File: src/rtl/uart_pkg.sv
// Shared UART definitions: FSM state encodings, parity mode constants and the parity helper.
// Used by both the TX and RX blocks.
package uart_pkg;

    typedef enum logic [2:0] {
        S_IDLE,
        S_START,
        S_DATA,
        S_PARITY,
        S_STOP,
        S_CLEANUP,
        S_BREAK,
        S_BREAK_MARK
    } uart_state_e;

    localparam int PARITY_NONE = 0;
    localparam int PARITY_EVEN = 1;
    localparam int PARITY_ODD  = 2;

    // The word is zero-extended to 9 bits, which leaves its XOR reduction unchanged.
    function automatic logic parity_bit(input logic [8:0] data, input int mode);
        return (mode == PARITY_ODD) ? ~(^data) : (^data);
    endfunction

endpackage

File: src/rtl/uart_tx_cfg_if.sv
// Word handshake and line outputs of the UART transmitter.
// The system side uses the master modport and the transmitter uses the slave modport.
interface uart_tx_cfg_if #(
    parameter int DATA_BITS = 8
) ();
    logic                 i_Tx_Dv;
    logic [DATA_BITS-1:0] i_Tx_Byte;
    logic                 o_Tx_Ready;
    logic                 o_Tx_Active;
    logic                 o_Tx_Done;
    logic                 o_Tx_Serial;

    modport master (
        output i_Tx_Dv, i_Tx_Byte,
        input  o_Tx_Ready, o_Tx_Active, o_Tx_Done, o_Tx_Serial
    );

    modport slave (
        input  i_Tx_Dv, i_Tx_Byte,
        output o_Tx_Ready, o_Tx_Active, o_Tx_Done, o_Tx_Serial
    );
endinterface

File: src/rtl/uart_baud_cnt.sv
// Bit-period counter. It ticks on the last cycle of every period and is held at zero while clear is high.
module uart_baud_cnt #(
    parameter int CLK_CY_PER_BIT = 87
) (
    input  logic i_clk,
    input  logic i_rst_n,
    input  logic i_clr,
    output logic o_tick
);
    localparam int            CW   = $clog2(CLK_CY_PER_BIT);
    localparam logic [CW-1:0] LAST = CW'(CLK_CY_PER_BIT - 1);

    logic [CW-1:0] cnt_q, cnt_d;

    always_comb begin
        cnt_d = cnt_q + 1'b1;
        if (i_clr || (cnt_q == LAST)) cnt_d = '0;
    end

    always_ff @(posedge i_clk or negedge i_rst_n) begin
        if (!i_rst_n) cnt_q <= '0;
        else          cnt_q <= cnt_d;
    end

    assign o_tick = (cnt_q == LAST) && !i_clr;
endmodule

File: src/rtl/uart_tx_cfg.sv
// UART transmitter with configurable data width, parity, stop bits and bit period.
// Optional line-break support is enabled by defining UART_TX_BREAK_EN.
//
// state        | meaning
// S_IDLE       | line mark, ready to accept a word
// S_START      | start bit (line 0)
// S_DATA       | data bits, LSB first
// S_PARITY     | parity bit (only when PARITY != none)
// S_STOP       | stop bit(s), line 1
// S_CLEANUP    | one cycle with Done high, not ready
// S_BREAK      | line held 0 while break is requested
// S_BREAK_MARK | one mark period after break release
module uart_tx_cfg
    import uart_pkg::*;
#(
    parameter int CLK_CY_PER_BIT = 87,
    parameter int DATA_BITS      = 8,
    parameter int PARITY         = 0,
    parameter int STOP_BITS      = 1
) (
    input  logic        i_clk,
    input  logic        i_rst_n,
`ifdef UART_TX_BREAK_EN
    input  logic        i_Tx_Break,
`endif
    uart_tx_cfg_if.slave tx
);
    if (CLK_CY_PER_BIT < 2) begin : g_err_cyc
        $error("uart_tx_cfg: CLK_CY_PER_BIT must be >= 2");
    end
    if (DATA_BITS < 5 || DATA_BITS > 9) begin : g_err_db
        $error("uart_tx_cfg: DATA_BITS must be 5..9");
    end
    if (PARITY < 0 || PARITY > 2) begin : g_err_par
        $error("uart_tx_cfg: PARITY must be 0, 1 or 2");
    end
    if (STOP_BITS < 1 || STOP_BITS > 2) begin : g_err_stop
        $error("uart_tx_cfg: STOP_BITS must be 1 or 2");
    end

    localparam int            IW       = $clog2(DATA_BITS + 1);
    localparam logic [IW-1:0] LAST_IDX = IW'(DATA_BITS - 1);

    uart_state_e          state_q;
    logic [DATA_BITS-1:0] shift_q;
    logic [IW-1:0]        idx_q;
    logic                 stop_q;
    logic                 par_q;
    logic                 serial_q;
    logic                 active_q;
    logic                 done_q;
    logic                 tick;
    logic                 clr;
    logic                 brk;

`ifdef UART_TX_BREAK_EN
    assign brk = i_Tx_Break;
`else
    assign brk = 1'b0;
`endif

    // The period counter only runs in states whose length is measured in bit periods.
    assign clr = (state_q == S_IDLE) || (state_q == S_CLEANUP) || (state_q == S_BREAK);

    uart_baud_cnt #(.CLK_CY_PER_BIT(CLK_CY_PER_BIT)) u_baud (
        .i_clk   (i_clk),
        .i_rst_n (i_rst_n),
        .i_clr   (clr),
        .o_tick  (tick)
    );

    always_ff @(posedge i_clk or negedge i_rst_n) begin
        if (!i_rst_n) begin
            state_q  <= S_IDLE;
            shift_q  <= '0;
            idx_q    <= '0;
            stop_q   <= 1'b0;
            par_q    <= 1'b0;
            serial_q <= 1'b1;
            active_q <= 1'b0;
            done_q   <= 1'b0;
        end else begin
            case (state_q)
                S_IDLE: begin
                    serial_q <= 1'b1;
                    if (brk) begin
                        serial_q <= 1'b0;
                        state_q  <= S_BREAK;
                    end else if (tx.i_Tx_Dv) begin
                        shift_q  <= tx.i_Tx_Byte;
                        par_q    <= parity_bit(9'(tx.i_Tx_Byte), PARITY);
                        idx_q    <= '0;
                        stop_q   <= 1'b0;
                        active_q <= 1'b1;
                        serial_q <= 1'b0;
                        state_q  <= S_START;
                    end
                end
                S_START: if (tick) begin
                    serial_q <= shift_q[0];
                    state_q  <= S_DATA;
                end
                S_DATA: if (tick) begin
                    if (idx_q == LAST_IDX) begin
                        if (PARITY != PARITY_NONE) begin
                            serial_q <= par_q;
                            state_q  <= S_PARITY;
                        end else begin
                            serial_q <= 1'b1;
                            state_q  <= S_STOP;
                        end
                    end else begin
                        idx_q    <= idx_q + 1'b1;
                        shift_q  <= shift_q >> 1;
                        serial_q <= shift_q[1];
                    end
                end
                S_PARITY: if (tick) begin
                    serial_q <= 1'b1;
                    state_q  <= S_STOP;
                end
                S_STOP: if (tick) begin
                    if (stop_q == 1'(STOP_BITS - 1)) begin
                        active_q <= 1'b0;
                        done_q   <= 1'b1;
                        state_q  <= S_CLEANUP;
                    end else begin
                        stop_q <= 1'b1;
                    end
                end
                S_CLEANUP: begin
                    done_q  <= 1'b0;
                    state_q <= S_IDLE;
                end
                S_BREAK: if (!brk) begin
                    serial_q <= 1'b1;
                    state_q  <= S_BREAK_MARK;
                end
                S_BREAK_MARK: if (tick) state_q <= S_IDLE;
                default: state_q <= S_IDLE;
            endcase
        end
    end

    assign tx.o_Tx_Ready  = (state_q == S_IDLE) && !brk;
    assign tx.o_Tx_Active = active_q;
    assign tx.o_Tx_Done   = done_q;
    assign tx.o_Tx_Serial = serial_q;
endmodule

File: src/flat_wrapper.sv
// flat-port wrapper written by rule: the top's interface ports become plain ports
module uart_tx_cfg_flat import uart_pkg::*;
#(
    parameter int CLK_CY_PER_BIT = 87,
    parameter int DATA_BITS      = 8,
    parameter int PARITY         = 0,
    parameter int STOP_BITS      = 1
)
  (i_clk, i_rst_n, tx_i_Tx_Dv, tx_i_Tx_Byte, tx_o_Tx_Ready, tx_o_Tx_Active, tx_o_Tx_Done, tx_o_Tx_Serial);
  uart_tx_cfg_if #(.DATA_BITS(DATA_BITS)) tx_i ();
  input  logic i_clk;
  input  logic i_rst_n;
  input wire logic [$bits(tx_i.i_Tx_Dv)-1:0] tx_i_Tx_Dv;
  input wire logic [$bits(tx_i.i_Tx_Byte)-1:0] tx_i_Tx_Byte;
  output wire logic [$bits(tx_i.o_Tx_Ready)-1:0] tx_o_Tx_Ready;
  output wire logic [$bits(tx_i.o_Tx_Active)-1:0] tx_o_Tx_Active;
  output wire logic [$bits(tx_i.o_Tx_Done)-1:0] tx_o_Tx_Done;
  output wire logic [$bits(tx_i.o_Tx_Serial)-1:0] tx_o_Tx_Serial;
  assign tx_i.i_Tx_Dv = tx_i_Tx_Dv;
  assign tx_i.i_Tx_Byte = tx_i_Tx_Byte;
  assign tx_o_Tx_Ready = tx_i.o_Tx_Ready;
  assign tx_o_Tx_Active = tx_i.o_Tx_Active;
  assign tx_o_Tx_Done = tx_i.o_Tx_Done;
  assign tx_o_Tx_Serial = tx_i.o_Tx_Serial;
  uart_tx_cfg #(.CLK_CY_PER_BIT(CLK_CY_PER_BIT), .DATA_BITS(DATA_BITS), .PARITY(PARITY), .STOP_BITS(STOP_BITS)) u_core (.i_clk(i_clk), .i_rst_n(i_rst_n), .tx(tx_i));
endmodule
File: config.mk
export PLATFORM = sky130hd
export DESIGN_NAME = uart_tx_cfg_flat
export DESIGN_NICKNAME = d
export VERILOG_FILES = /design/src/rtl/uart_pkg.sv /design/src/rtl/uart_tx_cfg_if.sv /design/src/rtl/uart_baud_cnt.sv /design/src/rtl/uart_tx_cfg.sv /design/src/flat_wrapper.sv
export SDC_FILE = /design/constraint.sdc
export NUM_CORES = 1
export LEC_CHECK = 0
export ABC_AREA = 1
export BUFFER_PORTS_ARGS = -buffer_cell sky130_fd_sc_hd__buf_4
export CORE_ASPECT_RATIO = 2
export CORE_UTILIZATION = 35
export CTS_BUF_LIST = sky130_fd_sc_hd__clkbuf_2
export CTS_CLUSTER_DIAMETER = 80
export DETAILED_ROUTE_END_ITERATION = 6
export PLACE_DENSITY = 0.53
export REMOVE_ABC_BUFFERS = 1
export SKIP_LAST_GASP = 1
export SYNTH_ARGS = -nofsm -noshare
export SYNTH_HDL_FRONTEND = slang
export SYNTH_SLANG_ARGS = --single-unit
export TNS_END_PERCENT = 20
File: constraint.sdc
create_clock -name i_clk -period 1.3 [get_ports i_clk]
set_input_delay 0.065 -clock i_clk [delete_from_list [all_inputs] [get_ports i_clk]]
set_output_delay 0.065 -clock i_clk [all_outputs]
set_load 0.01 [all_outputs]
* Word-level counts from Yosys, hierarchy flattened
Cells that the tools add are included.
** Storage, ports and cells
- Register bits :: 26
- Input port bits :: 11
- Output and inout bits :: 4
- Logic and storage cells :: 79
** Operators by class
- $add $sub $neg :: 2
- Equal/unequal tests :: 18
- Multiplexer cells :: 35
- Reductions and logical operators :: 16
** Operators with widths (number)
- 3-bit 2-to-1 mux :: 8
- 8-bit 2-to-1 mux :: 3
- 3-bit one-hot mux with 8 select lines :: 1
- 8-bit one-hot mux with 2 select lines :: 1
- 1-bit 2-to-1 mux :: 13
- 3-bit == test (second input constant) :: 4
- 4-bit 2-to-1 mux :: 3
- 2-bit by 1-bit != test with 1-bit output (second input constant) :: 6
- 4-bit AND reduction :: 3
- 4-bit one-hot mux with 2 select lines :: 1
- 8-bit AND reduction :: 1
- 7-bit by 1-bit adder with 7-bit output (second input constant) :: 1
- 7-bit == test (second input constant) :: 1
- 7-bit 2-to-1 mux :: 1
- 3-bit by 2-bit == test with 1-bit output (second input constant) :: 2
- 2-bit != test (second input constant) :: 3
- 1-bit one-hot mux with 2 select lines :: 3
- 3-bit AND reduction :: 2
- 2-bit nonzero test :: 3
- 1-bit one-hot mux with 5 select lines :: 1
- 5-bit nonzero test :: 1
- 4-bit by 1-bit adder with 4-bit output (second input constant) :: 1
- 4-bit by 3-bit == test with 1-bit output (second input constant) :: 1
- 3-bit by 1-bit == test with 1-bit output (second input constant) :: 1
- other kinds (4) :: 6

* Longest topological paths before layout
- Depth in word-level cells :: 7
- Depth in mapped cells :: 10
- Mapped depth without buffers :: 9

* Hierarchy
From an unflattened synthesis, not the netlist that was laid out.
** Second synthesis, totals
- Cell total of the unflattened synthesis :: 184
- Area, all modules :: 1445.1 um2
** Modules (own cells, without submodules)
- uart_tx_cfg :: instances 1, cells an instance 138, area each 1052.3 um2, sequential area each 451.7 um2
- uart_baud_cnt :: instances 1, cells an instance 46, area each 392.9 um2, sequential area each 175.2 um2

* Least setup slack after synthesis
No wires, ideal clock.
- Kind :: reg2reg
- Start :: register u_core.u_baud.cnt_q[0]
- End :: register u_core.idx_q[3]
- Setup time :: 0.118 ns
- Data arrival time :: 1.277 ns
- Required time :: 1.182 ns
- Setup slack :: -0.095 ns
- Stages on the path, launching flop included :: 11
- Buffers on the path :: 1
- Clock period less this slack :: 1.395 ns
- Path through :: dfrtp_1 inv_1 ha_1 nand2_1 inv_1 nand3_2 nand2_1 nand3_4 buf_6 nand2_1 o21ai_2
** Between the ends
- Longest elaborated chain between the ends :: 4
** RTL lines
- from (decl) :: RTL line uart_baud_cnt.sv:13 : logic [CW-1:0] cnt_q, cnt_d;
- from (signal assigned) :: RTL line uart_baud_cnt.sv:22 : else cnt_q <= cnt_d;
- 7-bit == test :: RTL line uart_baud_cnt.sv:25 : assign o_tick = (cnt_q == LAST) && !i_clr;
- 1-bit logical AND :: RTL line uart_baud_cnt.sv:25
- 2-bit by 1-bit != test with 1-bit output (no source line)
- 4-bit AND reduction (no source line)
- to (signal assigned) :: RTL line uart_tx_cfg.sv:113 : idx_q <= idx_q + 1'b1;
- to (decl) :: RTL line uart_tx_cfg.sv:46 : logic [IW-1:0] idx_q;
Every way passes these cells.
A chain may end at the register's enable or synchronous reset.

* Final worst setup path
Ends and elaborated chain as after synthesis.

==> impl_metrics.ini <==
[run_status]
outcome = finished with violations
violations = setup timing

[timing]
setup_tns_ns = -2.64
hold_viol = 0
setup_viol = 24
fin_skew_ns = 0.00741
min_period_ns = 1.47
slew_headroom_pct = 78.3
max_freq_mhz = 683
drv_slew = 0
rsz0062_at_grt = true
post-route-period-util_pct = 113
setup_slack_ns = -0.165
worst_pin_slew_ns = 0.325

[power_and_ir_drop]
pwr-share-comb_pct = 60.7
power_density_mw_per_mm2 = 2100
power.total_mw = 4.08
p_switching_mw = 1.80
p_leak_nw = 1.01
p_int_mw = 2.29
ir_drop_uv = 1060
pwr-share-seq_pct = 31.3
p_clk_share_pct = 8.0
swShare_pct = 44.0

[detailed_routing]
drt_iter0_markers = 11
wirelength_um = 3100
dr.pass1.iters = 4
num_vias = 1297
vias_per_cell = 4.67
antenna_left = 0
wl_per_cell_um = 11.2
drc = 0

[clock_tree]
root_buffer = clkbuf_2
clkTransAtPathRegs_ns = 0.25
cts_buffers = 3
cts_tree = built
clk_path_buf_depth = 2
cts.sinks = 25
cts_htree_levels = 1
worstSkewPairLatency_ns = 0.36

[worst_setup_path]
required_ns = 1.58
crit_type = reg2reg
cp_slowest_cell = dfrtp_1
path_max_fanout = 16
start_kind = flop
reg2reg_setup_slack_ns = -0.17
critPathArrivalTime_ns = 1.75
end_kind = flop
critical_path.cell_chain = inv_1 > ha_1 > nand2_1 > inv_2 > nand3_4 > nand2_2 > nand3_4 > buf_12 > nand2_1 > o21ai_2
critPathMaxStageDelay_ns = 0.44

[global_route]
antenna_found_initial = 0
grtUsageTotal_pct = 15.1
grt-ovfl-total = 0
grt_pass1_vias = 1292
grt_max_degree = 26
grt_pass1_wl_um = 5320

[die]
die_area_mm2 = 0.00458
fp.dieW_um = 48.4
initial_core_util_pct = 36.8
die_y_um = 94.7
rows = 33
core_area_mm2 = 0.00409
io_pins = 15

[synth]
synth_edf_count = 0
synthTopCellsByArea = dfrtp_1 40%, nand2_1 14%, o21ai_2 6.4%
ys_seq_area_share_pct = 41.6
yosysMostFrequentCell = nand2_1
netlist_instances = 184
synthArstFlopShare_pct = 100
syn_area_per_cell_um2 = 8.18
synth_top_area_share_pct = 39.9
netlist_area_mm2 = 0.00151
yosys_register_bits = 25
ys.flop_type = dfrtp_1
synth_area_leader_cell = dfrtp_1
synth_commonest_cells = 58 x nand2_1, 24 x dfrtp_1, 19 x inv_1
yosysUniqueCellTypes = 31
yosys_warnings = 0

[finish]
multi_input_area_um2 = 776
fillers = 404
fin_nets = 241
antenna_cells = 0
area_growth_pct = 28.9
drive_above_1_share_pct = 37.6
regArea_um2 = 629
final_cell_area_mm2 = 0.00194

[placement]
io_buffer_count = 14
dp_slack_ns = -0.197
hpwl_um = 2400
gp_congestion = 0.801
placed_cell_area_mm2 = 0.00180

[flow_run]
timing.max_cap.violations = 0

[hold_path]
min_path_type = in2reg
-- layout make-up --
class                      count  share of cell area [%]
timing repair buffer          45                    18.6
inverter                      22                    4.64
tap                           52                    3.35
multi-input combinational    130                    40.0
sequential                    25                    32.4
clock buffer                   4                    1.03
-- cell usage in the layout, fill, tap and decap left out, types with 2 or more instances in the layout --
cell type and n:
nand2_2 6, ha_1 3, nor2_2 2, o21ai_0 3
nand3_1 14, or2_2 2, buf_4 40, nor2_1 10
dlygate4sd3_1 4, inv_1 18, nand3_4 4, o21ai_2 11
a21oi_1 3, dfrtp_2 2, inv_2 2, a21oi_4 2
nand2_1 55, clkbuf_2 4, dfrtp_1 22, nor2_4 2
and3_1 2
-- metrics by stage --
| stage | utilization, % | hold slack, ns | cells |
|---|---|---|---|
| global route | 47.5 | 0.0106 | 278 |
| global placement | 44.1 | -0.00906 | 268 |
| CTS | 46.3 | 0.00577 | 275 |
| floorplan | - | -0.231 | 177 |
| detailed placement | 44.1 | -0.00615 | 268 |
| finish | 47.5 | 0.0169 | 278 |
-- power by group through the flow --
stage,Sequential (mW),Clock (mW),Combinational (mW)
6_report,1.28,0.326,2.48
2_1_floorplan,1.30,0,1.35
3_3_place_gp,1.28,0,2.30
5_1_grt,1.31,0.363,2.78
3_5_place_dp,1.28,0,2.35
4_1_cts,1.28,0.340,2.43
-- metal layers --
metal / part of all wire [%] / GRT usage (%) / wire length [um] / vias up
met5: 0 / 0 / 0 / -
met4: 1.8 / 6.62 / 57 / 0
met3: 1.8 / 1.45 / 57 / 4
met2: 58 / 31.2 / 1820 / 24
met1: 38 / 14.6 / 1170 / 603
li1: - / - / - / 666
-- flip-flops by register name, indices dropped and copies added (netlist names) --
signal                 count
u_core.tx.o_Tx_Done        1
u_core.u_baud.cnt_q        7
u_core.state_q             3
u_core.shift_q             8
u_core.tx.o_Tx_Serial      1
u_core.tx.o_Tx_Active      1
u_core.idx_q               4
-- critical path, delay by kind of cell, from the launching register on --
| family | cells | cell delay (ns) |
|---|---|---|
| buffers and inverters | 3 | 0.30 |
| DFF | 1 | 0.44 |
| adders and majority gates | 1 | 0.15 |
| and+or+nand+nor | 5 | 0.47 |
| AOI/OAI and AO/OA | 1 | 0.05 |
-- path summary, 6_finish.rpt --
check	start	depth (start not counted)	to
max	u_core.u_baud.cnt_q[0]	10	u_core.idx_q[3]
min	tx_i_Tx_Byte[6]	5	u_core.shift_q[6]
max reg2reg	u_core.u_baud.cnt_q[0]	10	u_core.idx_q[3]
min reg2reg	u_core.tx.o_Tx_Active	2	u_core.tx.o_Tx_Active
max in group asynchronous	i_rst_n	2	u_core.tx.o_Tx_Serial
min in group asynchronous	i_rst_n	2	u_core.shift_q[5]
-- cells by family (layout without fill, tap and decap cells) --
kind of cell / Yosys count / in the layout / share of synthesized area [%]
xor gates and xnor gates: 1 / 1 / 0.582
DFF: 25 / 25 / 41.6
adders and majority gates: 3 / 3 / 2.49
and+or+nand+nor: 103 / 103 / 32.5
AOI/OAI and AO/OA: 23 / 23 / 12.0
buffers and inverters: 29 / 71 / 10.8
-- what timing repair did --
| action | 4_1_cts | 5_1_grt |
|---|---|---|
| endpoints found under the hold margin | 28 | 1 |
| resized for setup | 11 | 5 |
| hold buffers | 3 | 1 |
| setup endpoints to repair | 26 | 26 |
| pin swaps | 0 | 2 |
| buffers inserted | 0 | 2 |
Power figures use the tool's default switching activity.
